File: src/rtl/pipeline_hazard_ctrl_pkg.sv
// Shared pipeline definitions: sequencer state encoding, register-file address
// constants and the NOP word loaded into squashed pipeline registers.
package pipeline_hazard_ctrl_pkg;

    localparam int REG_ADDR_W = 5;

    localparam logic [REG_ADDR_W-1:0] ZERO_REG = '0;

    // sll $0,$0,0 -- the canonical all-zero NOP used by IF/ID and ID/EX bubbles
    localparam logic [31:0] NOP_INSTR = 32'h0000_0000;

    typedef enum logic [1:0] {
        ST_INIT    = 2'd0,
        ST_RUN     = 2'd1,
        ST_MD_BUSY = 2'd2
    } hazard_state_e;

    // A source matches a producer only when the producer writes a real register.
    function automatic logic reg_hit(input logic [REG_ADDR_W-1:0] src,
                                     input logic [REG_ADDR_W-1:0] dst);
        return (dst != ZERO_REG) && (dst == src);
    endfunction

endpackage

File: src/rtl/pipeline_hazard_ctrl_if.sv
// Bundle of ID/EX hazard inputs and pipeline-register control outputs
// exchanged between the datapath and the hazard sequencer.
interface pipeline_hazard_ctrl_if;
    import pipeline_hazard_ctrl_pkg::*;

    logic [REG_ADDR_W-1:0] id_rs;
    logic [REG_ADDR_W-1:0] id_rt;
    logic                  id_uses_rt;
    logic                  ex_mem_read;
    logic [REG_ADDR_W-1:0] ex_rt;
    logic                  ex_branch_taken;
    logic                  ex_md_op;

    logic                  pc_write;
    logic                  if_id_write;
    logic                  if_id_flush;
    logic                  id_ex_flush;
    logic                  ex_stall;
    logic                  md_done;

    modport master (
        output id_rs, id_rt, id_uses_rt, ex_mem_read, ex_rt, ex_branch_taken, ex_md_op,
        input  pc_write, if_id_write, if_id_flush, id_ex_flush, ex_stall, md_done
    );

    modport slave (
        input  id_rs, id_rt, id_uses_rt, ex_mem_read, ex_rt, ex_branch_taken, ex_md_op,
        output pc_write, if_id_write, if_id_flush, id_ex_flush, ex_stall, md_done
    );

endinterface

File: src/rtl/pipeline_hazard_ctrl_hazard_detect.sv
// Combinational load-use comparator: flags an ID instruction that reads the
// register a load in EX has not yet returned.
module pipeline_hazard_ctrl_hazard_detect
    import pipeline_hazard_ctrl_pkg::*;
(
    input  logic                  ex_mem_read,
    input  logic [REG_ADDR_W-1:0] ex_rt,
    input  logic [REG_ADDR_W-1:0] id_rs,
    input  logic [REG_ADDR_W-1:0] id_rt,
    input  logic                  id_uses_rt,
    output logic                  load_use
);

    logic rs_hit;
    logic rt_hit;

    always_comb begin
        rs_hit   = reg_hit(id_rs, ex_rt);
        // rt only matters when the ID instruction actually sources it
        rt_hit   = id_uses_rt && reg_hit(id_rt, ex_rt);
        load_use = ex_mem_read && (rs_hit || rt_hit);
    end

endmodule

File: src/rtl/pipeline_hazard_ctrl.sv
// Stall/flush sequencer for the 5-stage pipeline: post-reset flush, load-use
// bubbles, taken-branch squash and mul/div EX occupancy.
module pipeline_hazard_ctrl
    import pipeline_hazard_ctrl_pkg::*;
#(
    parameter int INIT_CYCLES = 2,
    parameter int MD_LATENCY  = 4,
    parameter int CNT_W       = 4
) (
    input  logic                   clk,
    input  logic                   rst_n,
    pipeline_hazard_ctrl_if.slave  bus
);

    localparam logic [CNT_W-1:0] INIT_LOAD = CNT_W'(INIT_CYCLES - 1);
    localparam logic [CNT_W-1:0] MD_LOAD   = (MD_LATENCY >= 2) ? CNT_W'(MD_LATENCY - 2) : '0;
    localparam logic             MD_STALLS = (MD_LATENCY > 1);

    hazard_state_e    state_q;
    hazard_state_e    state_d;
    logic [CNT_W-1:0] cnt_q;
    logic [CNT_W-1:0] cnt_d;

    logic load_use;
    logic pc_write;
    logic if_id_write;
    logic if_id_flush;
    logic id_ex_flush;
    logic ex_stall;
    logic md_done;

    pipeline_hazard_ctrl_hazard_detect u_hazard_detect (
        .ex_mem_read (bus.ex_mem_read),
        .ex_rt       (bus.ex_rt),
        .id_rs       (bus.id_rs),
        .id_rt       (bus.id_rt),
        .id_uses_rt  (bus.id_uses_rt),
        .load_use    (load_use)
    );

    always_ff @(posedge clk) begin
        if (!rst_n) begin
            state_q <= ST_INIT;
            cnt_q   <= INIT_LOAD;
        end else begin
            state_q <= state_d;
            cnt_q   <= cnt_d;
        end
    end

    always_comb begin
        state_d     = state_q;
        cnt_d       = cnt_q;
        pc_write    = 1'b0;
        if_id_write = 1'b0;
        if_id_flush = 1'b0;
        id_ex_flush = 1'b0;
        ex_stall    = 1'b0;
        md_done     = 1'b0;

        case (state_q)
            ST_RUN: begin
                pc_write    = 1'b1;
                if_id_write = 1'b1;
                if (bus.ex_branch_taken) begin
                    if_id_flush = 1'b1;
                    id_ex_flush = 1'b1;
                end else if (bus.ex_md_op && MD_STALLS) begin
                    // front of pipe frozen, so a pending load-use resolves itself
                    ex_stall    = 1'b1;
                    pc_write    = 1'b0;
                    if_id_write = 1'b0;
                    state_d     = ST_MD_BUSY;
                    cnt_d       = MD_LOAD;
                end else begin
                    md_done = bus.ex_md_op;
                    if (load_use) begin
                        pc_write    = 1'b0;
                        if_id_write = 1'b0;
                        id_ex_flush = 1'b1;
                    end
                end
            end

            ST_MD_BUSY: begin
                if (cnt_q != '0) begin
                    ex_stall = 1'b1;
                    cnt_d    = cnt_q - 1'b1;
                end else begin
                    md_done     = 1'b1;
                    pc_write    = 1'b1;
                    if_id_write = 1'b1;
                    state_d     = ST_RUN;
                end
            end

            default: begin
                // ST_INIT, and any illegal encoding falls back to INIT behaviour
                if_id_flush = 1'b1;
                id_ex_flush = 1'b1;
                if (cnt_q == '0) begin
                    state_d = ST_RUN;
                end else begin
                    state_d = ST_INIT;
                    cnt_d   = cnt_q - 1'b1;
                end
            end
        endcase

        if (!rst_n) begin
            pc_write    = 1'b0;
            if_id_write = 1'b0;
            if_id_flush = 1'b1;
            id_ex_flush = 1'b1;
            ex_stall    = 1'b0;
            md_done     = 1'b0;
        end
    end

    assign bus.pc_write    = pc_write;
    assign bus.if_id_write = if_id_write;
    assign bus.if_id_flush = if_id_flush;
    assign bus.id_ex_flush = id_ex_flush;
    assign bus.ex_stall    = ex_stall;
    assign bus.md_done     = md_done;

    // A taken branch cannot resolve while a mul/div still owns EX.
    a_no_branch_in_md_busy: assert property (
        @(posedge clk) disable iff (!rst_n)
        (state_q == ST_MD_BUSY) |-> !bus.ex_branch_taken
    );

endmodule

File: src/flat_wrapper.sv
// flat-port wrapper written by rule: the top's interface ports become plain ports
module pipeline_hazard_ctrl_flat import pipeline_hazard_ctrl_pkg::*;
#(
    parameter int INIT_CYCLES = 2,
    parameter int MD_LATENCY  = 4,
    parameter int CNT_W       = 4
)
  (clk, rst_n, bus_id_rs, bus_id_rt, bus_id_uses_rt, bus_ex_mem_read, bus_ex_rt, bus_ex_branch_taken, bus_ex_md_op, bus_pc_write, bus_if_id_write, bus_if_id_flush, bus_id_ex_flush, bus_ex_stall, bus_md_done);
  pipeline_hazard_ctrl_if bus_i ();
  input  logic clk;
  input  logic rst_n;
  input wire logic [$bits(bus_i.id_rs)-1:0] bus_id_rs;
  input wire logic [$bits(bus_i.id_rt)-1:0] bus_id_rt;
  input wire logic [$bits(bus_i.id_uses_rt)-1:0] bus_id_uses_rt;
  input wire logic [$bits(bus_i.ex_mem_read)-1:0] bus_ex_mem_read;
  input wire logic [$bits(bus_i.ex_rt)-1:0] bus_ex_rt;
  input wire logic [$bits(bus_i.ex_branch_taken)-1:0] bus_ex_branch_taken;
  input wire logic [$bits(bus_i.ex_md_op)-1:0] bus_ex_md_op;
  output wire logic [$bits(bus_i.pc_write)-1:0] bus_pc_write;
  output wire logic [$bits(bus_i.if_id_write)-1:0] bus_if_id_write;
  output wire logic [$bits(bus_i.if_id_flush)-1:0] bus_if_id_flush;
  output wire logic [$bits(bus_i.id_ex_flush)-1:0] bus_id_ex_flush;
  output wire logic [$bits(bus_i.ex_stall)-1:0] bus_ex_stall;
  output wire logic [$bits(bus_i.md_done)-1:0] bus_md_done;
  assign bus_i.id_rs = bus_id_rs;
  assign bus_i.id_rt = bus_id_rt;
  assign bus_i.id_uses_rt = bus_id_uses_rt;
  assign bus_i.ex_mem_read = bus_ex_mem_read;
  assign bus_i.ex_rt = bus_ex_rt;
  assign bus_i.ex_branch_taken = bus_ex_branch_taken;
  assign bus_i.ex_md_op = bus_ex_md_op;
  assign bus_pc_write = bus_i.pc_write;
  assign bus_if_id_write = bus_i.if_id_write;
  assign bus_if_id_flush = bus_i.if_id_flush;
  assign bus_id_ex_flush = bus_i.id_ex_flush;
  assign bus_ex_stall = bus_i.ex_stall;
  assign bus_md_done = bus_i.md_done;
  pipeline_hazard_ctrl #(.INIT_CYCLES(INIT_CYCLES), .MD_LATENCY(MD_LATENCY), .CNT_W(CNT_W)) u_core (.clk(clk), .rst_n(rst_n), .bus(bus_i));
endmodule
File: config.mk
export PLATFORM = sky130hd
export DESIGN_NAME = pipeline_hazard_ctrl_flat
export DESIGN_NICKNAME = d
export VERILOG_FILES = /design/src/rtl/pipeline_hazard_ctrl_pkg.sv /design/src/rtl/pipeline_hazard_ctrl_if.sv /design/src/rtl/pipeline_hazard_ctrl_hazard_detect.sv /design/src/rtl/pipeline_hazard_ctrl.sv /design/src/flat_wrapper.sv
export SDC_FILE = /design/constraint.sdc
export NUM_CORES = 1
export LEC_CHECK = 0
export ABC_AREA = 1
export CAP_MARGIN = 20
export CORE_ASPECT_RATIO = 1.1
export CORE_MARGIN = 4
export CORE_UTILIZATION = 37
export DETAILED_ROUTE_END_ITERATION = 6
export GPL_ROUTABILITY_DRIVEN = 1
export GPL_TIMING_DRIVEN = 0
export PLACE_DENSITY = 0.86
export SYNTH_ARGS = -nofsm -noshare
export SYNTH_HDL_FRONTEND = slang
export SYNTH_SLANG_ARGS = --single-unit
File: constraint.sdc
create_clock -name clk -period 1.5 [get_ports clk]
set_input_delay 0.45 -clock clk [delete_from_list [all_inputs] [get_ports clk]]
set_output_delay 0.45 -clock clk [all_outputs]
set_load 0.01 [all_outputs]
==> results of run 1 <==
## cells in the mapped netlist
master | number | area, um2
a21oi_1 | 5 | 25.02
xor2_1 | 1 | 8.760
dfxtp_1 | 6 | 120.1
nand4_1 | 1 | 6.260
buf_4 | 1 | 7.510
nor2_1 | 15 | 56.30
o21ai_2 | 1 | 8.760
or2_2 | 1 | 6.260
nand2_1 | 42 | 157.7
nor2_2 | 1 | 6.260
o21ai_0 | 3 | 15.01
inv_1 | 26 | 97.59
nand2_2 | 2 | 12.51
a31o_2 | 1 | 8.760
nor3_1 | 1 | 5.000
xnor2_1 | 1 | 8.760
a21oi_2 | 1 | 8.760
o211ai_1 | 1 | 7.510
inv_2 | 2 | 7.510
ha_1 | 4 | 50.05
nand3_1 | 5 | 25.02
## power by group
group          switching [mW]  leakage, nW  internal, mW
clock                  0.0629       0.0138        0.0908
combinational           0.520        0.536         0.489
sequential             0.0771       0.0511         0.239
total                   0.660        0.601         0.818
## layout make-up
| cell class | count | area [um2] | area share (%) |
|---|---|---|---|
| tap | 17 | 21.27 | 1.860 |
| timing repair buffer | 40 | 306.5 | 26.81 |
| clock buffer | 3 | 22.52 | 1.969 |
| inverter | 28 | 125.1 | 10.94 |
| multi-input combinational | 86 | 526.8 | 46.06 |
| buffer | 1 | 11.26 | 0.9847 |
| sequential | 6 | 130.1 | 11.38 |
## critical path, cell delays in order, from the launching register on
cell and delay, ns:
dfxtp_2 0.33, inv_2 0.08, ha_4 0.15, nand2_4 0.05, nor2_4 0.10, nand2_2 0.07
nand2_1 0.09, inv_2 0.05, a21oi_4 0.13, buf_6 0.11, buf_6 0.09
## final timing paths
kind | start | cells past startpoint | to | slack (ns)
max | u_core.cnt_q[1]$_SDFFE_PN0P_ | 10 | bus_pc_write | -0.45
min | u_core.state_q[1]$_SDFFE_PN0P_ | 2 | u_core.state_q[1]$_SDFFE_PN0P_ | 0.51
max reg2reg | u_core.state_q[1]$_SDFFE_PN0P_ | 11 | u_core.cnt_q[3]$_SDFFE_PN0P_ | 0.03
min reg2reg | u_core.state_q[1]$_SDFFE_PN0P_ | 2 | u_core.state_q[1]$_SDFFE_PN0P_ | 0.51
## stage by stage
stage | hold slack, ns | TNS (ns) | worst slack (ns)
final | 0.5125 | -2.222 | -0.4473
after global routing | 0.5404 | -2.719 | -0.5237
after CTS | 0.5105 | -1.940 | -0.4061
after detailed placement | 0.4962 | -7.217 | -1.353
after global placement | 0.4850 | -6.954 | -1.342
after floorplan | 0.4683 | -0.1116 | -0.1116
## cell families after synthesis
group	after synthesis
simple gates	68
buf+inv	29
compound gates	12
flops	6
fa+ha+maj	4
xor+xnor	2
## metal layers
layer | vias to the layer above | wire [um] | GRT usage (%)
met5 | - | 0 | 0
met4 | 0 | 58 | 10.76
li1 | 449 | - | -
met2 | 48 | 1188 | 31.72
met1 | 398 | 745 | 14.58
met3 | 8 | 191 | 2.768
## flip-flops by register name, summed over array words and instances, names as in the netlist
register        count
u_core.state_q      2
u_core.cnt_q        4
## repair_timing
action / 4_1_cts / 5_1_grt
setup endpoints to repair: 7 / 12
buffers inserted: 11 / 3
gates resized for setup: 93 / 23
pin swaps: 31 / 18
==> flow_summary.ini, run 1 <==
[status]
outcome = complete, but fails checks
violations = negative setup slack

[pwr]
power_leakage_nw = 0.6010
power_mw = 1.478
vdd_drop_max_v = 0.001075
power_per_unit_of_standard_cell_area_nw_per_um2 = 1292

[timing]
clock-skew-final_ns = 0.002160
max_slew.worst_pin.slew_ns = 0.2662
rsz0062_at_grt = yes
fmax_ghz = 0.5135
period_minus_slack_ns = 1.947
slew_violations = 0
report.final.setup_viol = 6
postLayoutSetupSlackWorst_ns = -0.4473
slew_headroom_pct = 82.12
layout_worst_path_cycle_share_pct = 129.8
report.final.hold_viol_count = 0

[routing]
num_vias = 903
detail_route.first_pass.iterations = 5
drc_violations_left = 0
drt_iter0_drc = 17
avgViaCountPerCell = 4.989
avgRoutedWirePerCell_um = 12.07
ant_nets = 0
wl_um = 2184

[logic_synthesis]
synth_top_family_by_area = simple AND/OR/NAND/NOR gates
post_synth_and_or_nand_nor_area_fraction_pct = 42.39
synth_xor_xnor_area_share_pct = 2.697
post_synth_mux_area_share_pct = 0
synthesis.instances = 121
synth_sequential_area_ratio_pct = 18.50
syn_area_um2 = 649.4
synth_compound_gate_area_share_pct = 11.37
synth_seq_cells = 6
number_of_distinct_library_cells_after_synthesis = 21
synth_adder_area_share_pct = 7.707
syn-num-nets = 146
synth_area_per_inst_um2 = 5.367
yosys_warnings = 0

[cells_and_area]
post_route_cells_drive_above_1_share_pct = 47.56
final_cells = 181
mostFrequentLayoutCells = nand2_1 (38), buf_4 (14), inv_1 (13)
post-route-util_pct = 70.85
final_cell_area_um2 = 1144
final_common_cell = nand2_1
nFillCells = 142
finalNetCount = 191
antenna_cells = 0
layout-area-overhead-vs-synth_pct = 76.11

[critical_path]
worstSetupStartpointType = flop
worstPathArrival_ns = 1.50
timing.critical_path.fanout_max = 2
worst_endpoint_required_time_ns = 1.05
cp-end-kind = output port
crit_type = flop to output port

[floorplanning]
overall_die_area_um2 = 2490
rows = 15
die_h_um = 51.94
fp.dieW_um = 47.95
floorplan.core_area_um2 = 1614
boundaryPins = 27
start_util_pct = 40.23

[clock_tree]
clock-root-buffer = clkbuf_4
clock_insertion_delay_worst_skew_ns = 0.25
cts_made_buffers = 3
clk_transition_reported_paths_ns = 0.05
ctsHtreeMaxLevel = 1
postCtsHoldBufs = 0
cts_tree = done
clock_path_buffers = 2
clkSinkCount = 6

[global_routing]
grt_start_max_net_pins = 6
grt-ovfl-total = 0
grt_antenna_before_repair = 0
grt_pass1_wl_um = 2973
first_global_vias = 798
grt.total_usage_pct = 16.61

[placement]
dp_hpwl_um = 1365
gpl.final_weighted_congestion = 0.8225
placed_cell_area_um2 = 1001
port-buffer-count = 26
numPlacedInstances = 164

[flow_run]
number_of_max_cap_violations = 0

[min_path]
hold_path_class = flop to flop
Note: power is estimated with default switching activity, not from simulation.
==> run 2: changes to the inputs <==
CAP_MARGIN = default   (was 20)
==> results of run 2 <==
No change in the layout: final DEF, timing and power equal those of run 1.
